File: src/rtl/instr_fetch_reg.sv
// Multicycle instruction fetch and instruction register.
// Issues one memory read per request and decodes the held word.
module instr_fetch_reg #(
  parameter int WIDTH   = 32,
  parameter int TIMEOUT = 15
) (
  input  logic               clk,
  input  logic               reset,
  input  logic               fetch_req,
  input  logic [WIDTH-1:0]   pc,
  output logic [WIDTH-1:0]   mem_addr,
  output logic               mem_rd,
  input  logic [WIDTH-1:0]   mem_rdata,
  input  logic               mem_ready,
  output logic [WIDTH-1:0]   ir,
  output logic [5:0]         opcode,
  output logic [4:0]         rs,
  output logic [4:0]         rt,
  output logic [4:0]         rd,
  output logic [4:0]         shamt,
  output logic [5:0]         funct,
  output logic [WIDTH/2-1:0] imm,
  output logic [25:0]        jaddr,
  output logic               ir_valid,
  output logic               busy,
  output logic               fetch_err
);

  localparam logic [0:0] S_IDLE = 1'b0;
  localparam logic [0:0] S_WAIT = 1'b1;
  localparam logic [7:0] LAST   = 8'(TIMEOUT - 1);

  logic [0:0] state;
  logic [7:0] wait_cnt;

  always_ff @(posedge clk) begin
    if (reset) begin
      state     <= S_IDLE;
      ir        <= '0;
      mem_addr  <= '0;
      wait_cnt  <= '0;
      mem_rd    <= 1'b0;
      busy      <= 1'b0;
      ir_valid  <= 1'b0;
      fetch_err <= 1'b0;
    end else begin
      ir_valid <= 1'b0;
      unique case (state)
        S_IDLE: begin
          if (fetch_req) begin
            mem_addr  <= pc;
            mem_rd    <= 1'b1;
            busy      <= 1'b1;
            wait_cnt  <= '0;
            fetch_err <= 1'b0;
            state     <= S_WAIT;
          end
        end
        S_WAIT: begin
          // capture beats the timeout on the same edge
          if (mem_ready) begin
            ir       <= mem_rdata;
            ir_valid <= 1'b1;
            mem_rd   <= 1'b0;
            busy     <= 1'b0;
            state    <= S_IDLE;
          end else if (wait_cnt == LAST) begin
            fetch_err <= 1'b1;
            mem_rd    <= 1'b0;
            busy      <= 1'b0;
            state     <= S_IDLE;
          end else begin
            wait_cnt <= wait_cnt + 8'd1;
          end
        end
        default: state <= S_IDLE;
      endcase
    end
  end

  assign opcode = ir[31:26];
  assign rs     = ir[25:21];
  assign rt     = ir[20:16];
  assign rd     = ir[15:11];
  assign shamt  = ir[10:6];
  assign funct  = ir[5:0];
  assign imm    = ir[WIDTH/2-1:0];
  assign jaddr  = ir[25:0];

endmodule

File: config.mk
export PLATFORM = sky130hd
export DESIGN_NAME = instr_fetch_reg
export DESIGN_NICKNAME = d
export VERILOG_FILES = /design/src/rtl/instr_fetch_reg.sv
export SDC_FILE = /design/constraint.sdc
export NUM_CORES = 1
export LEC_CHECK = 0
export CORE_MARGIN = 3
export CORE_UTILIZATION = 40
export CTS_BUF_LIST = sky130_fd_sc_hd__clkbuf_4 sky130_fd_sc_hd__clkbuf_8
export DETAILED_ROUTE_END_ITERATION = 16
export DONT_BUFFER_PORTS = 1
export SETUP_SLACK_MARGIN = 0.4
export SLEW_MARGIN = 20
export SYNTH_ARGS = -nofsm -noshare
export SYNTH_HDL_FRONTEND = slang
export SYNTH_SLANG_ARGS = --single-unit
File: constraint.sdc
create_clock -name clk -period 4 [get_ports clk]
set_input_delay 0.8 -clock clk [delete_from_list [all_inputs] [get_ports clk]]
set_output_delay 0.8 -clock clk [all_outputs]
set_load 0.05 [all_outputs]
Word level (Yosys, flattened, before mapping). Index checks and enable logic that the tools add are counted.

Bitwise operators: 1. $add $sub $neg: 1. Reductions and logical operators: 6. Equal/unequal tests: 6. Muxes and demuxes: 17.

Operators by type and width (count): 8-bit two-way mux (3); 8-bit one-hot mux with 2 select lines (1); 1-bit two-way mux (10); 8-bit by 1-bit adder with 8-bit output (second input constant) (1); 8-bit by 4-bit == test with 1-bit output (second input constant) (1); 2-bit inequality test (second input constant) (3); 1-bit one-hot mux with 2 select lines (3); 2-bit AND reduction (3); 3-bit AND reduction (2); 3-bit by 2-bit inequality test with 1-bit output (second input constant) (1); 2-bit by 1-bit inequality test with 1-bit output (second input constant) (1); 2-bit OR reduction (1); 1-bit NOT (1).

Input port bits: 68. Word-level logic and storage cells: 38. Bits in registers: 76. Output and inout bits: 142.

Longest topological paths before layout. Gate-level depths: netlist of run 1.

Depth in word-level cells: 4. Mapped depth: 6.

Least setup slack after synthesis of run 1. Ideal clock, no wire load.

Path type: input to register. Start: input reset. End: register ir[10]. Slack: 2.141 ns. Arrival time: 1.742 ns. Path buffers: 3. Stages: 6. Library setup time: 0.117 ns. Cells stage by stage: clkbuf_1 > nor2b_1 > and2_1 > clkbuf_1 > buf_2 > a22o_1.

RTL lines: start, declared (RTL line 8) `input logic reset,`; end signal, assigned (RTL line 62) `ir <= mem_rdata;`; end, declared (RTL line 15) `output logic [WIDTH-1:0] ir,`.

Worst setup path after layout of run 1.
Start: register ir[20]. End: output jaddr[20].

RTL lines: end, declared (RTL line 23) `output logic [25:0] jaddr,`.

No word-level cell between the ends.

==> run_results.csv, run 1 <==
group,metric,value,unit
yosys,yosys-top-cells-count,"76 x dfxtp_1, 75 x buf_4, 70 x nand2_1",
pwr,pwr_density_cell,546,nW/um^2
grt,antenna_found_initial,0,
clocking,ctsHoldBuffers,0,
route,vias_per_cell,5.28,
yosys,async_reset_ff_share,0,%
pwr,p_leak,1.14,nW
yosys,synth_edf_count,0,
sta,rsz0062_at_grt,"no",
cells_and_area,final_nets,354,
worst_setup_path,worst_setup_path_end_kind,"output port",
sta,period_share,55.3,%
yosys,synthDominantCellAreaShare,47.2,%
worst_setup_path,worstRegToRegCells,4,
yosys,syn_avg_cell_area,9.08,sq um
place,place.gp.congestion,0.767,
clocking,cts.reportedPaths.clkPinSlew,0.08,ns
worst_setup_path,path_buf_inv,1,
sta,finalWorstSetupSlack,1.79,ns
pwr,power_frac_seq,60.4,%
grt,overflow,0,
clocking,cts_buffers,9,
route,drtPass1Iterations,4,
yosys,ys_seq_area_share,47.2,%
flow_run,drv_cap,0,
yosys,syn_nets,425,
sta,fmax,0.452,GHz
yosys,ys_types,34,
route,drt_wl_total,6.59,mm
route,drc,0,
yosys,yosysTopAreaCell,"dfxtp_1",
worst_setup_path,cp.depth,1,
sta,setup_viol,0,
grt,grt_max_degree,47,
worst_hold_path,hold_depth,1,
cells_and_area,antenna_cells,0,
pwr,clkPwrFrac,32.4,%
sta,fin_skew,0.00669,ns
place,io_buffers,0,
worst_setup_path,cpPeakStageDelay,0.68,ns
yosys,ys_top_cells_by_area,"dfxtp_1 47%, buf_4 17%, a22o_1 8.7%",
worst_setup_path,cpMaxStageDelayCell,"dfxtp_1",
yosys,synth_most_common_cell,"dfxtp_1",
yosys,netlist_area,3220,sq um
pwr,vdd_drop_max,0.000247,V
die,die_h,95.7,microns
sta,slew_viol_final,0,
run_status,outcome,"finished, final reports clean",
clocking,cts_setup_buffers,0,
clocking,cts_buffer_depth,2,
sta,hold_violations,0,
cells_and_area,area_growth,-5.75,%
worst_hold_path,hold_start,"wait_cnt[7]$_SDFFE_PP0P_",
worst_hold_path,hold_end,"wait_cnt[7]$_SDFFE_PP0P_",
clocking,cts_tree,"yes",
worst_setup_path,rr_startpoint,"state$_SDFF_PP0_",
worst_setup_path,crit_family,"flip-flops",
pwr,p_int,1.07,mW
pwr,combPwrFrac,7.2,%
clocking,cts_resized,0,
yosys,yosys_most_used_dff,"dfxtp_1",
grt,grtUsageTotal,13.4,%
yosys,ys_ff_latch,76,
clocking,cts_max_level,3,
die,core,7770,sq um
die,die_area,9170,sq um
sta,max_slew_margin,28.3,%
worst_setup_path,path_cells,"buf_4",
yosys,syn-instance-count,355,
yosys,synth_warnings,0,
pwr,switchingPower,0.584,mW
sta,min_period,2.21,ns
clocking,cts-root-buf,"clkbuf_8",
sta,tightest_slew,1.08,ns
cells_and_area,n_fill_cell,813,
place,dp_cells,375,
worst_hold_path,min_path_type,"reg -> reg",
pwr,switching_share,35.2,%
place,dp_hpwl,4.51,mm
worst_setup_path,r2r_setup_slack,2.17,ns
worst_setup_path,cp.required,3.20,ns
clocking,cts.sinks,76,
die,io-pin-count,210,
clocking,clkLatencyLatePin,0.34,ns
die,placementRows,32,
place,post-place-ws,1.96,ns
route,drt-initial-drc-count,56,
die,dieWidth,95.7,microns
worst_setup_path,cp.arrival,1.41,ns
route,wire_per_inst,16.9,microns
sta,holdWs,0.480,ns
cells_and_area,drive_gt1_share,18.7,%
die,initial_core_util,41.5,%
grt,grt_pass1_wl,9.36,mm
worst_setup_path,r2r-end,"mem_addr[24]$_SDFFE_PP0P_",
worst_setup_path,crit_path_start_kind,"register",
cells_and_area,seqCellArea,1540,sq um
worst_setup_path,critical_path_class,"reg -> out",
worst_setup_path,cp_max_fo,3,
sta,tns,0,ns
route,postRouteAntennaNets,0,
grt,grt_pass1_vias,1894,
route,num_vias,2066,
cells_and_area,multi_input_area,1050,sq um
cells_and_area,stdcell_count,391,
==> power by group through the flow <==
stage | Clock (mW) | Sequential [mW] | Combinational, mW
floorplan | 0 | 0.943 | 0.211
global placement | 0 | 1.02 | 0.117
detailed placement | 0 | 1.02 | 0.120
CTS | 0.568 | 1.00 | 0.121
global route | 0.597 | 1.01 | 0.131
finish | 0.537 | 1.00 | 0.119
==> layout by cell type, fill, tap and decap left out, drive strengths merged, types with 2 or more instances in the layout <==
master	n
nand2	70
nor2	5
nor2b	3
dfxtp	76
buf	14
clkbuf	10
a31oi	2
inv	4
a21oi	38
clkinvlp	2
o31ai	3
and2	2
nand3	2
nand4b	4
o21ai	2
nor4b	2
a22o	32
ha	2
clkinv	2
==> sequential cells by signal, indices dropped and copies added (netlist names) <==
signal / cells
ir: 32
mem_addr: 32
wait_cnt: 8
busy: 1
fetch_err: 1
ir_valid: 1
state: 1
==> metal layers <==
layer / GRT usage, % / wire, microns / vias up
li1: - / - / 986
met1: 13.7 / 2390 / 947
met2: 22.2 / 3230 / 125
met3: 7.66 / 872 / 8
met4: 5.81 / 96 / 0
met5: 0 / 0 / -
==> per-stage QoR <==
| step | power [mW] | util [%] | cell area [sq um] |
|---|---|---|---|
| after global placement | 1.14 | 36.7 | 2850 |
| after floorplan | 1.15 | - | 3220 |
| after detailed placement | 1.14 | 36.7 | 2850 |
| final | 1.66 | 39.1 | 3040 |
| after CTS | 1.69 | 39.1 | 3040 |
| after global routing | 1.74 | 39.1 | 3040 |
==> how the worst max path moves through the flow <==
stage                                     end  slack (ns)           startpoint
finish                              jaddr[20]        1.79  ir[20]$_SDFFE_PP0P_
global route                        jaddr[20]        1.73  ir[20]$_SDFFE_PP0P_
CTS                                 jaddr[20]        1.75  ir[20]$_SDFFE_PP0P_
detailed placement  mem_addr[11]$_SDFFE_PP0P_        1.96            fetch_req
global placement    mem_addr[24]$_SDFFE_PP0P_        2.03            fetch_req
floorplan                 ir[10]$_SDFFE_PP0P_        2.14                reset
==> logic make-up (layout without fill, tap and decap cells) <==
kind of cell    count (synthesis)  in the layout  share of synthesized area (%)
simple gates                   98             98                           14.1
fa+ha+maj                       2              2                          0.777
compound gates                 80             80                           17.2
mux                             1              1                          0.349
buf+inv                        98             32                           20.3
flops                          76             76                           47.2
==> area by class of cell <==
class / instances / share of cell area (%)
Sequential cell: 76 / 50.8
Multi-Input combinational cell: 181 / 34.6
Clock buffer: 10 / 4.53
Tap cell: 102 / 4.20
Timing Repair Buffer: 14 / 4.12
Clock inverter: 6 / 1.52
Inverter: 2 / 0.247
No activity file was read; power rests on OpenSTA's default activity.
==> inputs of run 2 (changes only) <==
==> constraint.sdc (replaced) <==
create_clock -name clk -period 2 [get_ports clk]
set_input_delay 0.4 -clock clk [delete_from_list [all_inputs] [get_ports clk]]
set_output_delay 0.4 -clock clk [all_outputs]
set_load 0.05 [all_outputs]
==> run_results.csv, run 2 (synthesis gave the netlist of run 1 again) <==
group,metric,value,unit
run_status,outcome,"finished, final reports clean",
route,num_vias,2206,
grt,grtUsageTotal,14.8,%
place,dpl_cell_area,3250,sq um
worst_setup_path,worst_setup_path_end_kind,"register",
grt,grt_pass1_wl,10.5,mm
die,core,7770,sq um
cells_and_area,multi_input_area,1080,sq um
worst_hold_path,min_path_type,"in -> reg",
route,drtPass1Iterations,4,
worst_setup_path,crit_path_start_kind,"register",
die,io-pin-count,210,
sta,fmax,0.596,GHz
worst_setup_path,path_buf_inv,1,
worst_setup_path,critical_path_class,"reg -> reg",
sta,holdWs,0.122,ns
sta,rsz0062_at_grt,"yes",
cells_and_area,drive_gt1_share,30.8,%
die,die_h,95.7,microns
worst_setup_path,crit_family,"simple AND/OR/NAND/NOR gates",
clocking,cts_buffers,9,
place,io_buffers,0,
worst_setup_path,cp.arrival,1.91,ns
die,die_area,9170,sq um
place,dp_cells,409,
die,initial_core_util,41.5,%
cells_and_area,final_area,3570,sq um
pwr,pwr_density_cell,1080,nW/um^2
sta,fin_skew,0.00613,ns
cells_and_area,antenna_cells,0,
pwr,vdd_drop_max,0.000461,V
worst_setup_path,cpMaxStageDelayCell,"or4b_4",
cells_and_area,n_fill_cell,739,
route,drt_wl_total,7.14,mm
sta,tns,0,ns
sta,setup_viol,0,
clocking,cts_buffer_depth,2,
place,place.gp.congestion,0.780,
sta,max_slew_margin,62.9,%
sta,slew_viol_final,0,
grt,grt_max_degree,47,
die,placementRows,32,
cells_and_area,stdcell_count,427,
route,wire_per_inst,16.7,microns
place,dp_hpwl,5.07,mm
sta,tightest_slew,0.557,ns
grt,overflow,0,
cells_and_area,final_nets,390,
clocking,clkLatencyLatePin,0.33,ns
cells_and_area,reg_top3,"ir (32), mem_addr (32), wait_cnt (8)",
clocking,cts.reportedPaths.clkPinSlew,0.08,ns
worst_setup_path,cp_max_fo,4,
clocking,cts_max_level,3,
clocking,cts.sinks,76,
route,vias_per_cell,5.17,
cells_and_area,area_growth,10.8,%
pwr,p_leak,1.41,nW
cells_and_area,seqCellArea,1550,sq um
worst_setup_path,cp.required,2.23,ns
clocking,cts-root-buf,"clkbuf_8",
cells_and_area,final_cell_mix,"70 x nand2_1, 55 x dfxtp_1, 36 x a21oi_1",
route,drc,0,
flow_run,drv_cap,0,
cells_and_area,final_common_cell,"nand2_1",
sta,min_period,1.68,ns
clocking,ctsHoldBuffers,0,
sta,hold_violations,0,
route,drt-initial-drc-count,58,
worst_setup_path,path_cells,"inv_2 -> ha_4 -> or4b_4 -> or3_4 -> a21oi_2 -> nor2b_1",
clocking,cts_tree,"yes",
grt,grt_pass1_vias,2127,
sta,period_share,83.9,%
route,postRouteAntennaNets,0,
die,dieWidth,95.7,microns
grt,antenna_found_initial,0,
worst_setup_path,cpPeakStageDelay,0.49,ns
==> run 2: changes by cell type in the layout (fill, tap and decap cells not counted), sizes merged <==
| cell | change |
|---|---|
| clkinv | -1 |
| buf | +36 |
| bufinv | +4 |
| inv | -2 |
| clkinvlp | -1 |
==> run 2: repair_timing <==
| item | CTS | global route |
|---|---|---|
| cloned | 0 | 0 |
| resized for setup | 8 | 5 |
| setup buffers | 1 | 1 |
| pin swaps | 4 | 2 |
| endpoints found under the setup margin | 8 | 58 |
==> run 2: worst reg2reg max path, stage by stage (launching register included) <==
cell and delay, ns:
dfxtp_2 0.34, inv_2 0.08, ha_4 0.13, or4b_4 0.49, or3_4 0.38, a21oi_2 0.12
nor2b_1 0.05
==> run 2: final cells by class <==
type                    count  share of cell area (%)
clock buffers              10                    3.68
clock inverters             6                    3.82
inverters                   2                   0.210
multi-input cells         181                    30.3
flip-flops and latches     76                    43.4
well taps                 102                    3.57
repair buffers             50                    15.0
==> run 2: layer usage <==
| metal | vias to the layer above | part of all wire (%) | global-route usage (%) |
|---|---|---|---|
| met2 | 127 | 50 | 25.2 |
| met1 | 1014 | 38 | 16.6 |
| met5 | - | 0 | 0 |
| met3 | 11 | 11 | 6.57 |
| met4 | 0 | 1.2 | 4.74 |
| li1 | 1054 | - | - |
==> run 2: power breakdown <==
| part | internal [mW] | switching, mW | total, mW |
|---|---|---|---|
| clock network | 0.972 | 0.554 | 1.53 |
| registers | 1.58 | 0.212 | 1.79 |
| logic | 0.129 | 0.392 | 0.521 |
| total | 2.68 | 1.16 | 3.84 |
==> run 2: through the flow <==
step	setup slack (ns)	power [mW]	util (%)
2_1_floorplan	0.381	2.31	-
3_3_place_gp	0.344	2.34	41.8
3_5_place_dp	0.320	2.35	41.8
4_1_cts	0.316	3.88	45.7
5_1_grt	0.251	4.00	46.0
6_report	0.322	3.84	46.0
==> run 2: final timing paths <==
check	startpoint	end	slack (ns)	cells after the start
worst max-delay path	wait_cnt[0]$_SDFFE_PP0P_	busy$_SDFFE_PP0P_	0.32	6
worst min-delay path	reset	mem_addr[30]$_SDFFE_PP0P_	0.12	1
worst max register to register	wait_cnt[0]$_SDFFE_PP0P_	busy$_SDFFE_PP0P_	0.32	6
worst min register to register	ir[2]$_SDFFE_PP0P_	ir[2]$_SDFFE_PP0P_	0.48	1
==> inputs of run 3 (changes only) <==
==> constraint.sdc (replaced) <==
create_clock -name clk -period 1.6 [get_ports clk]
set_input_delay 0.32 -clock clk [delete_from_list [all_inputs] [get_ports clk]]
set_output_delay 0.32 -clock clk [all_outputs]
set_load 0.05 [all_outputs]
==> run_results.csv, run 3 (synthesis gave the netlist of run 1 again) <==
group,metric,value,unit
grt,overflow,0,
pwr,switching_share,30.4,%
cells_and_area,final_nets,399,
sta,max_slew_margin,78.8,%
sta,tightest_slew,0.317,ns
run_status,outcome,"finished with violations",
die,die_area,9170,sq um
place,place.gp.congestion,0.928,
cells_and_area,drive_gt1_share,50.6,%
sta,min_period,1.71,ns
sta,fin_skew,0.00650,ns
cells_and_area,stdcell_count,436,
pwr,pwr_density_cell,1160,nW/um^2
cells_and_area,reg_top3,"ir (32), mem_addr (32), wait_cnt (8)",
clocking,cts_tree,"yes",
grt,antenna_found_initial,0,
cells_and_area,final_area,4150,sq um
clocking,cts_buffers,9,
pwr,combPwrFrac,15.3,%
pwr,power_frac_seq,46.9,%
grt,grt_pass1_wl,10.8,mm
route,postRouteAntennaNets,0,
sta,period_share,107,%
grt,grt_max_degree,47,
die,die_h,95.7,microns
clocking,cts-root-buf,"clkbuf_8",
sta,setup_viol,7,
die,dieWidth,95.7,microns
die,placementRows,32,
sta,slew_viol_final,0,
cells_and_area,final_cell_mix,"69 x nand2_1, 44 x dfxtp_2, 35 x a21oi_1",
route,drtPass1Iterations,4,
pwr,p_leak,1.59,nW
worst_setup_path,cp_max_fo,4,
clocking,cts_max_level,3,
route,num_vias,2250,
route,drc,0,
clocking,clkLatencyLatePin,0.34,ns
pwr,clkPwrFrac,37.9,%
place,dp_cells,413,
cells_and_area,n_fill_cell,705,
place,io_buffers,0,
clocking,cts.reportedPaths.clkPinSlew,0.07,ns
worst_setup_path,cp.arrival,1.93,ns
cells_and_area,final_common_cell,"nand2_1",
worst_hold_path,min_path_type,"in -> reg",
sta,rsz0062_at_grt,"yes",
flow_run,drv_cap,0,
clocking,cts_buffer_depth,2,
pwr,switchingPower,1.46,mW
worst_setup_path,crit_path_start_kind,"register",
sta,tns,-0.336,ns
route,drt-initial-drc-count,65,
cells_and_area,multi_input_area,1160,sq um
worst_setup_path,critical_path_class,"reg -> reg",
pwr,total_power,4.81,mW
sta,hold_violations,0,
grt,grt_pass1_vias,2127,
grt,grtUsageTotal,15.4,%
worst_setup_path,cp.required,1.83,ns
worst_setup_path,worst_setup_path_end_kind,"register",
die,io-pin-count,210,
pwr,p_int,3.35,mW
sta,finalWorstSetupSlack,-0.105,ns
clocking,ctsHoldBuffers,0,
cells_and_area,seqCellArea,1680,sq um
route,drt_wl_total,7.76,mm
die,initial_core_util,41.5,%
route,vias_per_cell,5.16,
route,wire_per_inst,17.8,microns
run_status,violations,"negative setup slack",
worst_setup_path,r2r_setup_slack,-0.11,ns
sta,fmax,0.586,GHz
place,dp_hpwl,5.17,mm
die,core,7770,sq um
cells_and_area,antenna_cells,0,
cells_and_area,area_growth,28.9,%
pwr,vdd_drop_max,0.000540,V
place,dpl_cell_area,3430,sq um
clocking,cts.sinks,76,
[run 3: cell types whose count changed in the layout (fill, tap and decap cells not counted), moves of 2 or more]
cell,delta
buf_8,+13
dfxtp_2,+24
buf_4,-23
and2_1,-2
clkbuf_8,+2
dfxtp_4,+27
dfxtp_1,-51
buf_12,+19
buf_6,-2
and2_4,+3
[run 3: what timing repair did]
item / 4_1_cts / 5_1_grt
setup buffers: 2 / 3
pin swaps: 3 / 4
cloned: 1 / 1
gates resized for setup: 118 / 19
setup endpoints to repair: 218 / 161
[run 3: layout make-up]
cell class,count,share of cell area (%)
clock buffers,12,3.83
clock inverters,4,2.29
inverters,2,0.181
multi-input cells,183,28.0
flip-flops and latches,76,40.5
well taps,102,3.07
repair buffers,57,22.1
[run 3: critical path, cell delays in order, from the launching register on]
cell     delay (ns)
dfxtp_2        0.33
inv_2          0.07
ha_4           0.13
or4b_4         0.50
or3_4          0.41
nand3_1        0.09
a21oi_1        0.07
[run 3: through the flow]
| step | worst slack (ns) | hold WS, ns | utilization, % |
|---|---|---|---|
| CTS | -0.0780 | 0.00595 | 52.0 |
| finish | -0.105 | 0.0323 | 53.4 |
| floorplan | 0.000514 | 0.442 | - |
| global placement | -0.0368 | 0.389 | 44.2 |
| detailed placement | -0.0649 | 0.390 | 44.2 |
| global route | -0.170 | 0.00323 | 53.4 |
[run 3: final timing paths]
path	from	end	cells after the start
max	wait_cnt[0]$_SDFFE_PP0P_	wait_cnt[0]$_SDFFE_PP0P_	6
min reg2reg	wait_cnt[3]$_SDFFE_PP0P_	wait_cnt[3]$_SDFFE_PP0P_	1
min	reset	state$_SDFF_PP0_	1
max reg2reg	wait_cnt[0]$_SDFFE_PP0P_	wait_cnt[0]$_SDFFE_PP0P_	6
[run 3: per-layer routing]
layer | vias up | wire (microns) | GRT usage (%) | share of wire [%]
li1 | 1081 | - | - | -
met4 | 0 | 87 | 6.28 | 1.1
met3 | 9 | 713 | 5.32 | 9.2
met1 | 1038 | 2880 | 17.1 | 37
met2 | 122 | 4080 | 26.8 | 53
met5 | - | 0 | 0 | 0
[run 3: power groups by stage]
stage | Sequential, mW | Combinational, mW | Clock [mW]
6_report | 2.25 | 0.735 | 1.82
5_1_grt | 2.27 | 0.776 | 1.97
4_1_cts | 2.26 | 0.724 | 1.88
3_5_place_dp | 2.31 | 0.672 | 0
3_3_place_gp | 2.31 | 0.663 | 0
2_1_floorplan | 2.37 | 0.544 | 0
